--- src/rtl/exec_cond_stage_if.sv ---
// Bundles the execute back-end signals: the ALU-side issue channel plus the
// registered valid/ready slot toward memory/writeback.
interface exec_cond_stage_if #(
  parameter int WIDTH = 32,
  parameter int RA_W  = 4
);
  logic             in_valid;
  logic             in_ready;
  logic [WIDTH-1:0] alu_result;
  logic [3:0]       alu_flag;
  logic [3:0]       cond;
  logic [1:0]       flag_w;
  logic             reg_w;
  logic             mem_w;
  logic             pc_s;
  logic [RA_W-1:0]  rd;
  logic [WIDTH-1:0] wdata;
  logic             flush;

  logic             out_valid;
  logic             out_ready;
  logic [WIDTH-1:0] out_result;
  logic [WIDTH-1:0] out_wdata;
  logic [RA_W-1:0]  out_rd;
  logic             out_reg_w;
  logic             out_mem_w;
  logic             out_pc_s;
  logic             out_cond_ex;
  logic [3:0]       flags;
  logic [15:0]      exec_cnt;
  logic [15:0]      skip_cnt;

  modport master (
    output in_valid, alu_result, alu_flag, cond, flag_w, reg_w, mem_w, pc_s,
           rd, wdata, flush, out_ready,
    input  in_ready, out_valid, out_result, out_wdata, out_rd, out_reg_w,
           out_mem_w, out_pc_s, out_cond_ex, flags, exec_cnt, skip_cnt
  );

  modport slave (
    input  in_valid, alu_result, alu_flag, cond, flag_w, reg_w, mem_w, pc_s,
           rd, wdata, flush, out_ready,
    output in_ready, out_valid, out_result, out_wdata, out_rd, out_reg_w,
           out_mem_w, out_pc_s, out_cond_ex, flags, exec_cnt, skip_cnt
  );
endinterface

--- src/rtl/exec_cond_stage.sv ---
// Execute-stage back end: owns the NZCV register, evaluates the ARM condition
// field, gates write enables and registers the result into a one-entry slot.
module exec_cond_stage #(
  parameter int WIDTH = 32,
  parameter int RA_W  = 4
) (
  input logic               clk,
  input logic               rst_n,
  exec_cond_stage_if.slave  bus
);
  typedef enum logic {S_EMPTY, S_FULL} state_e;

  state_e           state_q, state_d;
  logic [WIDTH-1:0] result_q, result_d;
  logic [WIDTH-1:0] wdata_q, wdata_d;
  logic [RA_W-1:0]  rd_q, rd_d;
  logic             reg_w_q, reg_w_d;
  logic             mem_w_q, mem_w_d;
  logic             pc_s_q, pc_s_d;
  logic             cond_ex_q, cond_ex_d;
  logic [3:0]       flags_q, flags_d;
  logic [15:0]      exec_cnt_q, exec_cnt_d;
  logic [15:0]      skip_cnt_q, skip_cnt_d;

  logic cond_pass;
  logic in_ready;
  logic accept;
  logic n_f, z_f, c_f, v_f;

  assign {n_f, z_f, c_f, v_f} = flags_q;

  // Condition is judged against the architectural register, never alu_flag,
  // so a flag-setting op affects only the instructions that follow it.
  always_comb begin
    cond_pass = 1'b1;
    unique case (bus.cond)
      4'b0000: cond_pass = z_f;
      4'b0001: cond_pass = ~z_f;
      4'b0010: cond_pass = c_f;
      4'b0011: cond_pass = ~c_f;
      4'b0100: cond_pass = n_f;
      4'b0101: cond_pass = ~n_f;
      4'b0110: cond_pass = v_f;
      4'b0111: cond_pass = ~v_f;
      4'b1000: cond_pass = c_f & ~z_f;
      4'b1001: cond_pass = ~c_f | z_f;
      4'b1010: cond_pass = (n_f == v_f);
      4'b1011: cond_pass = (n_f != v_f);
      4'b1100: cond_pass = ~z_f & (n_f == v_f);
      4'b1101: cond_pass = z_f | (n_f != v_f);
      default: cond_pass = 1'b1;
    endcase
  end

  assign in_ready = ~bus.flush & ((state_q == S_EMPTY) | bus.out_ready);
  assign accept   = bus.in_valid & in_ready;

  // NOTE: every always_comb target gets a hold/default value first; a path
  // that leaves one unassigned would infer a latch.
  always_comb begin
    state_d    = state_q;
    result_d   = result_q;
    wdata_d    = wdata_q;
    rd_d       = rd_q;
    reg_w_d    = reg_w_q;
    mem_w_d    = mem_w_q;
    pc_s_d     = pc_s_q;
    cond_ex_d  = cond_ex_q;
    flags_d    = flags_q;
    exec_cnt_d = exec_cnt_q;
    skip_cnt_d = skip_cnt_q;

    if (bus.flush) begin
      state_d = S_EMPTY;
    end else if (accept) begin
      state_d   = S_FULL;
      result_d  = bus.alu_result;
      wdata_d   = bus.wdata;
      rd_d      = bus.rd;
      cond_ex_d = cond_pass;
      reg_w_d   = bus.reg_w & cond_pass;
      mem_w_d   = bus.mem_w & cond_pass;
      pc_s_d    = bus.pc_s & cond_pass;
      if (cond_pass) begin
        exec_cnt_d = exec_cnt_q + 16'd1;
        if (bus.flag_w[1]) flags_d[3:2] = bus.alu_flag[3:2];
        if (bus.flag_w[0]) flags_d[1:0] = bus.alu_flag[1:0];
      end else begin
        skip_cnt_d = skip_cnt_q + 16'd1;
      end
    end else if (state_q == S_FULL && bus.out_ready) begin
      state_d = S_EMPTY;
    end
  end

  // NOTE: the slot payload is reset along with the control state because
  // downstream observes out_* as all-zero straight out of reset.
  always_ff @(posedge clk or negedge rst_n) begin
    if (!rst_n) begin
      state_q    <= S_EMPTY;
      result_q   <= '0;
      wdata_q    <= '0;
      rd_q       <= '0;
      reg_w_q    <= 1'b0;
      mem_w_q    <= 1'b0;
      pc_s_q     <= 1'b0;
      cond_ex_q  <= 1'b0;
      flags_q    <= 4'b0000;
      exec_cnt_q <= 16'd0;
      skip_cnt_q <= 16'd0;
    end else begin
      // NOTE: non-blocking so every flop samples pre-edge values.
      state_q    <= state_d;
      result_q   <= result_d;
      wdata_q    <= wdata_d;
      rd_q       <= rd_d;
      reg_w_q    <= reg_w_d;
      mem_w_q    <= mem_w_d;
      pc_s_q     <= pc_s_d;
      cond_ex_q  <= cond_ex_d;
      flags_q    <= flags_d;
      exec_cnt_q <= exec_cnt_d;
      skip_cnt_q <= skip_cnt_d;
    end
  end

  assign bus.in_ready    = in_ready;
  assign bus.out_valid   = (state_q == S_FULL);
  assign bus.out_result  = result_q;
  assign bus.out_wdata   = wdata_q;
  assign bus.out_rd      = rd_q;
  assign bus.out_reg_w   = reg_w_q;
  assign bus.out_mem_w   = mem_w_q;
  assign bus.out_pc_s    = pc_s_q;
  assign bus.out_cond_ex = cond_ex_q;
  assign bus.flags       = flags_q;
  assign bus.exec_cnt    = exec_cnt_q;
  assign bus.skip_cnt    = skip_cnt_q;
endmodule

--- src/flat_wrapper.sv ---
// flat-port wrapper written by rule: the top's interface ports become plain ports
module exec_cond_stage_flat 
#(
  parameter int WIDTH = 32,
  parameter int RA_W  = 4
)
  (clk, rst_n, bus_in_valid, bus_alu_result, bus_alu_flag, bus_cond, bus_flag_w, bus_reg_w, bus_mem_w, bus_pc_s, bus_rd, bus_wdata, bus_flush, bus_out_ready, bus_in_ready, bus_out_valid, bus_out_result, bus_out_wdata, bus_out_rd, bus_out_reg_w, bus_out_mem_w, bus_out_pc_s, bus_out_cond_ex, bus_flags, bus_exec_cnt, bus_skip_cnt);
  exec_cond_stage_if #(.WIDTH(WIDTH), .RA_W(RA_W)) bus_i ();
  input logic clk;
  input logic rst_n;
  input wire logic [$bits(bus_i.in_valid)-1:0] bus_in_valid;
  input wire logic [$bits(bus_i.alu_result)-1:0] bus_alu_result;
  input wire logic [$bits(bus_i.alu_flag)-1:0] bus_alu_flag;
  input wire logic [$bits(bus_i.cond)-1:0] bus_cond;
  input wire logic [$bits(bus_i.flag_w)-1:0] bus_flag_w;
  input wire logic [$bits(bus_i.reg_w)-1:0] bus_reg_w;
  input wire logic [$bits(bus_i.mem_w)-1:0] bus_mem_w;
  input wire logic [$bits(bus_i.pc_s)-1:0] bus_pc_s;
  input wire logic [$bits(bus_i.rd)-1:0] bus_rd;
  input wire logic [$bits(bus_i.wdata)-1:0] bus_wdata;
  input wire logic [$bits(bus_i.flush)-1:0] bus_flush;
  input wire logic [$bits(bus_i.out_ready)-1:0] bus_out_ready;
  output wire logic [$bits(bus_i.in_ready)-1:0] bus_in_ready;
  output wire logic [$bits(bus_i.out_valid)-1:0] bus_out_valid;
  output wire logic [$bits(bus_i.out_result)-1:0] bus_out_result;
  output wire logic [$bits(bus_i.out_wdata)-1:0] bus_out_wdata;
  output wire logic [$bits(bus_i.out_rd)-1:0] bus_out_rd;
  output wire logic [$bits(bus_i.out_reg_w)-1:0] bus_out_reg_w;
  output wire logic [$bits(bus_i.out_mem_w)-1:0] bus_out_mem_w;
  output wire logic [$bits(bus_i.out_pc_s)-1:0] bus_out_pc_s;
  output wire logic [$bits(bus_i.out_cond_ex)-1:0] bus_out_cond_ex;
  output wire logic [$bits(bus_i.flags)-1:0] bus_flags;
  output wire logic [$bits(bus_i.exec_cnt)-1:0] bus_exec_cnt;
  output wire logic [$bits(bus_i.skip_cnt)-1:0] bus_skip_cnt;
  assign bus_i.in_valid = bus_in_valid;
  assign bus_i.alu_result = bus_alu_result;
  assign bus_i.alu_flag = bus_alu_flag;
  assign bus_i.cond = bus_cond;
  assign bus_i.flag_w = bus_flag_w;
  assign bus_i.reg_w = bus_reg_w;
  assign bus_i.mem_w = bus_mem_w;
  assign bus_i.pc_s = bus_pc_s;
  assign bus_i.rd = bus_rd;
  assign bus_i.wdata = bus_wdata;
  assign bus_i.flush = bus_flush;
  assign bus_i.out_ready = bus_out_ready;
  assign bus_in_ready = bus_i.in_ready;
  assign bus_out_valid = bus_i.out_valid;
  assign bus_out_result = bus_i.out_result;
  assign bus_out_wdata = bus_i.out_wdata;
  assign bus_out_rd = bus_i.out_rd;
  assign bus_out_reg_w = bus_i.out_reg_w;
  assign bus_out_mem_w = bus_i.out_mem_w;
  assign bus_out_pc_s = bus_i.out_pc_s;
  assign bus_out_cond_ex = bus_i.out_cond_ex;
  assign bus_flags = bus_i.flags;
  assign bus_exec_cnt = bus_i.exec_cnt;
  assign bus_skip_cnt = bus_i.skip_cnt;
  exec_cond_stage #(.WIDTH(WIDTH), .RA_W(RA_W)) u_core (.clk(clk), .rst_n(rst_n), .bus(bus_i));
endmodule
--- config.mk ---
export PLATFORM = sky130hd
export DESIGN_NAME = exec_cond_stage_flat
export DESIGN_NICKNAME = d
export VERILOG_FILES = /design/src/rtl/exec_cond_stage_if.sv /design/src/rtl/exec_cond_stage.sv /design/src/flat_wrapper.sv
export SDC_FILE = /design/constraint.sdc
export NUM_CORES = 1
export LEC_CHECK = 0
export BUFFER_PORTS_ARGS = -buffer_cell sky130_fd_sc_hd__buf_2
export CELL_PAD_IN_SITES_DETAIL_PLACEMENT = 1
export CELL_PAD_IN_SITES_GLOBAL_PLACEMENT = 1
export CORE_AREA = 2 2 116 118
export DETAILED_ROUTE_END_ITERATION = 8
export DIE_AREA = 0 0 118 120
export PLACE_DENSITY_LB_ADDON = 0.1
export SLEW_MARGIN = 25
export SYNTH_ARGS = -nofsm -noshare
export SYNTH_HDL_FRONTEND = slang
export SYNTH_SLANG_ARGS = --single-unit
export TNS_END_PERCENT = 10
--- constraint.sdc ---
create_clock -name clk -period 4.2 [get_ports clk]
set_clock_uncertainty 0.2 [all_clocks]
set_input_delay 0.63 -clock clk [delete_from_list [all_inputs] [get_ports clk]]
set_output_delay 0.63 -clock clk [all_outputs]
set_load 0.02 [all_outputs]
==> impl_metrics.ini, run 1 <==
[status]
outcome = finished, final reports clean

[synthesis]
synth_top_area_share_pct = 56.9
syn_nets = 577
seq_area_frac_synth_pct = 56.9
synthTopCellsByArea = dfrtp_1, nand2_1, xnor2_1
syn_inst = 489
synth_top_area_cell = dfrtp_1
yosys_register_bits = 109
synth_area_um2 = 4800
synth_edf_count = 0
yosysMostFrequentCell = nand2_1
synth.distinct_cells = 37
synth_area_per_cell_um2 = 9.81
ys_async_sr_fraction_pct = 100
synthFlopType = dfrtp_1
ys_top_cells_by_count = nand2_1, dfrtp_1, clkbuf_1, xnor2_1, xor2_1
yosysWarnings = 0

[worst_setup_path]
crit_path_end_kind = flip-flop
critPathRequiredTime_ns = 4.24
cp.arrival_ns = 2.69
path_class = input pin to flip-flop
cp-start-kind = input pin
path_max_fanout = 20

[clock_network]
numCtsBuffers = 9
cts.clk_slew.worst_paths_ns = 0.07
clockRootBuffer = clkbuf_16
cts_post_setup_buffers_inserted = 0
htree_levels = 3
cts_hold_buffers = 0
clkLatencyLatePin_ns = 0.35
clockBufferDepth = 2
cts_resized = 0
cts_sinks = 109
tritoncts = built

[cells_and_area]
final_core_util_pct = 48.1
area_delta_synth_final_pct = 30.1
antenna_cells = 0
fillers = 1567
fin_nets = 764
layout-drive-gt1-share_pct = 36.0

[die]
start_util_pct = 36.9
rows = 42
pin_count = 196
die_w_um = 118
core_area_um2 = 13000
die_y_um = 120
dieArea_um2 = 14200

[global_route]
grt-ovfl-total = 0
first_global_vias = 4228
grt_pass1_wl_um = 21600
antenna_found_initial = 0
global_route.usage.total_pct = 19.2
grt_max_degree = 60

[timing]
max_slew_margin_pct = 47.6
layout_min_cycle_time_ns = 2.65
min_period_over_period_pct = 63.1
setup_tns_ns = 0
slew_violations = 0
setup_violations = 0
fmax_mhz = 377
worst_pin_slew_ns = 0.786
final_hold_viol_count = 0
rsz0062_at_grt = no

[placed_design]
dp_hpwl_um = 9200
gp_congestion = 0.801
io_buffers = 195

[power_and_ir_drop]
p_leak_uw = 0.00343
p_per_area_nw_per_um2 = 492
vdd_drop_max_uv = 252

[drt]
drt-pass1-iter-count = 4
drt_iter0_drc = 149
route.detailed.drc = 0
wire_per_inst_um = 15.1
via_per_inst = 4.73
via_count = 4051
wl_um = 13000
final_antenna_net_count = 0

[min_path]
hp-class = input pin to async pin

[job]
drv_cap = 0
==> per-stage QoR <==
stage	power [uW]	setup WS (ns)	hold slack, ns	cells	instance area (um2)
floorplan	1880	1.91	0.134	489	4800
global placement	2190	1.32	0.252	841	5930
detailed placement	2220	1.19	0.256	841	5930
CTS	3130	1.56	0.178	857	6240
global route	3260	1.36	0.209	857	6240
finish	3070	1.55	0.155	857	6240
==> area by class of cell <==
| type | count | area, um2 | area share (%) |
|---|---|---|---|
| inverter | 1 | 3.75 | 0.0602 |
| tap | 176 | 220 | 3.53 |
| sequential | 109 | 2730 | 43.7 |
| timing repair buffer | 201 | 1020 | 16.4 |
| clock buffer | 11 | 253 | 4.05 |
| multi-input combinational | 354 | 1950 | 31.3 |
| clock inverter | 5 | 57.6 | 0.923 |
==> registers in the layout (all words and copies together) (netlist names) <==
name / count
u_core.bus.out_result: 32
u_core.bus.out_wdata: 32
u_core.bus.exec_cnt: 16
u_core.bus.skip_cnt: 16
u_core.bus.flags: 4
u_core.bus.out_rd: 4
u_core.bus.out_cond_ex: 1
u_core.bus.out_mem_w: 1
u_core.bus.out_pc_s: 1
u_core.bus.out_reg_w: 1
u_core.bus.out_valid: 1
==> critical path, stage by stage <==
cell     delay, ns
buf_2         0.15
mux2i_1       0.23
mux2i_1       0.26
nand4_2       0.48
nor3_1        0.55
mux2_2        0.38
==> kinds of logic after synthesis <==
| logic type | count (synthesis) | synth area share (%) |
|---|---|---|
| compound gates | 24 | 4.20 |
| xor+xnor | 32 | 5.84 |
| fa+ha+maj | 2 | 0.522 |
| buf+inv | 26 | 2.71 |
| flops | 109 | 56.9 |
| mux | 9 | 2.30 |
| simple gates | 287 | 27.6 |
==> metal layers <==
| metal | global-route usage, % | up-vias | part of all wire, % |
|---|---|---|---|
| met5 | 0 | - | 0 |
| met4 | 8.28 | 0 | 2.2 |
| met3 | 6.32 | 16 | 7.2 |
| met2 | 31.3 | 119 | 49 |
| met1 | 23.2 | 1954 | 42 |
| li1 | - | 1962 | - |
==> cell usage in the layout (no fill, tap or decap), types with 3 or more instances in the layout <==
master	n
dfrtp_1	109
xnor2_1	16
o2111ai_1	9
nand3_1	11
nand2_1	217
nor2_1	11
nor2b_1	5
mux2_2	6
xor2_1	16
o21ai_0	4
nor4b_2	5
o21ai_1	4
nor3_1	5
o211ai_2	3
buf_4	7
and3_1	11
nor4_2	9
clkbuf_16	9
buf_2	194
==> worst paths after layout <==
path / startpoint / endpoint / slack, ns / cells after the start
max in group asynchronous: rst_n / u_core.bus.out_wdata[10] / 2.81 / 2
min: rst_n / u_core.bus.skip_cnt[9] / 0.15 / 1
min reg2reg: u_core.bus.skip_cnt[15] / u_core.bus.skip_cnt[15] / 0.26 / 1
min in group clk: bus_alu_result[17] / u_core.bus.out_result[17] / 0.26 / 3
max reg2reg: u_core.bus.flags[0] / u_core.bus.skip_cnt[1] / 1.59 / 5
max: bus_cond[1] / u_core.bus.skip_cnt[1] / 1.55 / 6
==> power by group <==
| group | leakage, uW | internal (uW) | switching, uW |
|---|---|---|---|
| Clock | 0.000156 | 496 | 386 |
| Combinational | 0.00189 | 291 | 542 |
| Sequential | 0.00138 | 1220 | 137 |
(Power assumes the default switching activity.)
==> run 2: changes to the inputs <==
- CORE_AREA: 2 2 116 118 -> 2 2 126 128
- DIE_AREA: 0 0 118 120 -> 0 0 128 130
- clock period: 4.2 -> 2.35 ns (I/O delays scaled with it)
==> run 2 against run 1 <==
Power up 80%; cell area increased by 11%; first-iteration DRC count is 21% lower; global-route usage decreased by 0.50 points; largest cell class unchanged; critical path depth stayed put; via count up 8.8%.
==> impl_metrics.ini, run 2 (synthesized netlist as in run 1, its figures left out) <==
[clock_network]
tritoncts = built
clockRootBuffer = clkbuf_16
cts_post_setup_buffers_inserted = 0
cts.clk_slew.worst_paths_ns = 0.07
cts_resized = 0
numCtsBuffers = 9
cts_hold_buffers = 63
cts_sinks = 109
clockBufferDepth = 2
htree_levels = 3
clkLatencyLatePin_ns = 0.35

[drt]
final_antenna_net_count = 0
drt-pass1-iter-count = 4
wire_per_inst_um = 16.0
via_count = 4408
drt_iter0_drc = 117
wl_um = 15100
via_per_inst = 4.66
route.detailed.drc = 0

[min_path]
hp-class = input pin to flip-flop

[timing]
rsz0062_at_grt = no
min_period_over_period_pct = 91.2
setup_violations = 0
max_slew_margin_pct = 61.7
final_hold_viol_count = 0
layout_min_cycle_time_ns = 2.14
hold_ws_ns = 0.00885
slew_violations = 0
fmax_mhz = 467
setup_tns_ns = 0
worst_pin_slew_ns = 0.572

[power_and_ir_drop]
p_leak_uw = 0.00372
vdd_drop_max_uv = 385
p_per_area_nw_per_um2 = 795

[die]
dieArea_um2 = 16600
pin_count = 196
start_util_pct = 31.1
die_w_um = 128
die_y_um = 130
core_area_um2 = 15400
rows = 46

[cells_and_area]
layout.cells.most_common_list = nand2_1, buf_2, dfrtp_1
multi_input_area_um2 = 1950
seqCellArea_um2 = 2730
layout-drive-gt1-share_pct = 33.6
antenna_cells = 0
area_delta_synth_final_pct = 44.6
fin_nets = 836
final_common_cell = nand2_1
fillers = 1799
fin_area_um2 = 6940

[worst_setup_path]
cp.arrival_ns = 2.17
cpPeakStageDelay_ns = 0.46
critPathRequiredTime_ns = 2.38
crit_path_end_kind = flip-flop
crit_chain = xnor2_1 > a22oi_4 > mux2i_4 > buf_4 > o2111ai_1 > xnor2_1
path_max_fanout = 15
crit_family = flip-flops
slowest_stage = dfrtp_1
path_class = flip-flop to flip-flop
cp_common_cell = xnor2_1
cp-start-kind = flip-flop
critical_path_buf_inv_count = 1

[global_route]
first_global_vias = 4774
grt_pass1_wl_um = 24400
global_route.usage.total_pct = 18.7
grt-ovfl-total = 0
antenna_found_initial = 0
grt_max_degree = 47

[job]
drv_cap = 0

[placed_design]
dp_hpwl_um = 10200
gp_congestion = 0.758
io_buffers = 195
place_area_um2 = 6030

[status]
outcome = finished, final reports clean
## run 2: path summary, 6_finish.rpt
kind                                      startpoint                        end  slack (ns)  depth (start not counted)
setup / recovery                 u_core.bus.flags[3]     u_core.bus.exec_cnt[7]        0.21                          6
hold / removal                    bus_alu_result[22]  u_core.bus.out_result[22]       0.009                          3
setup reg to reg                 u_core.bus.flags[3]     u_core.bus.exec_cnt[7]        0.21                          6
hold reg to reg            u_core.bus.out_result[22]  u_core.bus.out_result[22]        0.27                          2
max in group asynchronous                      rst_n   u_core.bus.out_result[3]        1.00                          3
min in group asynchronous                      rst_n     u_core.bus.skip_cnt[7]        0.31                          2
## run 2: power breakdown
part | internal (uW) | switching (uW) | leakage [uW]
logic | 609 | 1000 | 0.00220
registers | 2170 | 256 | 0.00138
clock network | 774 | 704 | 0.000138
total | 3560 | 1960 | 0.00372
## run 2: metal layers
layer  up-vias  track usage (%)  share of wire, %
met1      2169             22.6                41
met5         -                0                 0
met2       118             32.1                51
li1       2105                -                 -
met3        16             4.84               5.6
met4         0             7.24               2.0
## run 2: area by class of cell
type                            instances  share of cell area [%]
Timing Repair Buffer                  273                    25.0
Sequential cell                       109                    39.3
Clock buffer                           12                    3.70
Multi-Input combinational cell        354                    28.1
Inverter                                1                  0.0541
Tap cell                              192                    3.46
Clock inverter                          4                   0.325
## run 2: worst min-delay path, cell delays in order
cell	delay [ns]
buf_2	0.08
nand2_1	0.04
nand2_1	0.05
## run 2: metrics by stage
step                instances  setup slack (ns)  power (uW)  utilization (%)
finish                    945             0.208        5520             45.0
global route              945            0.0113        5870             45.0
CTS                       945             0.176        5620             45.0
detailed placement        866             0.128        4020             39.1
global placement          866             0.198        3970             39.1
floorplan                 489             0.269        3360                -
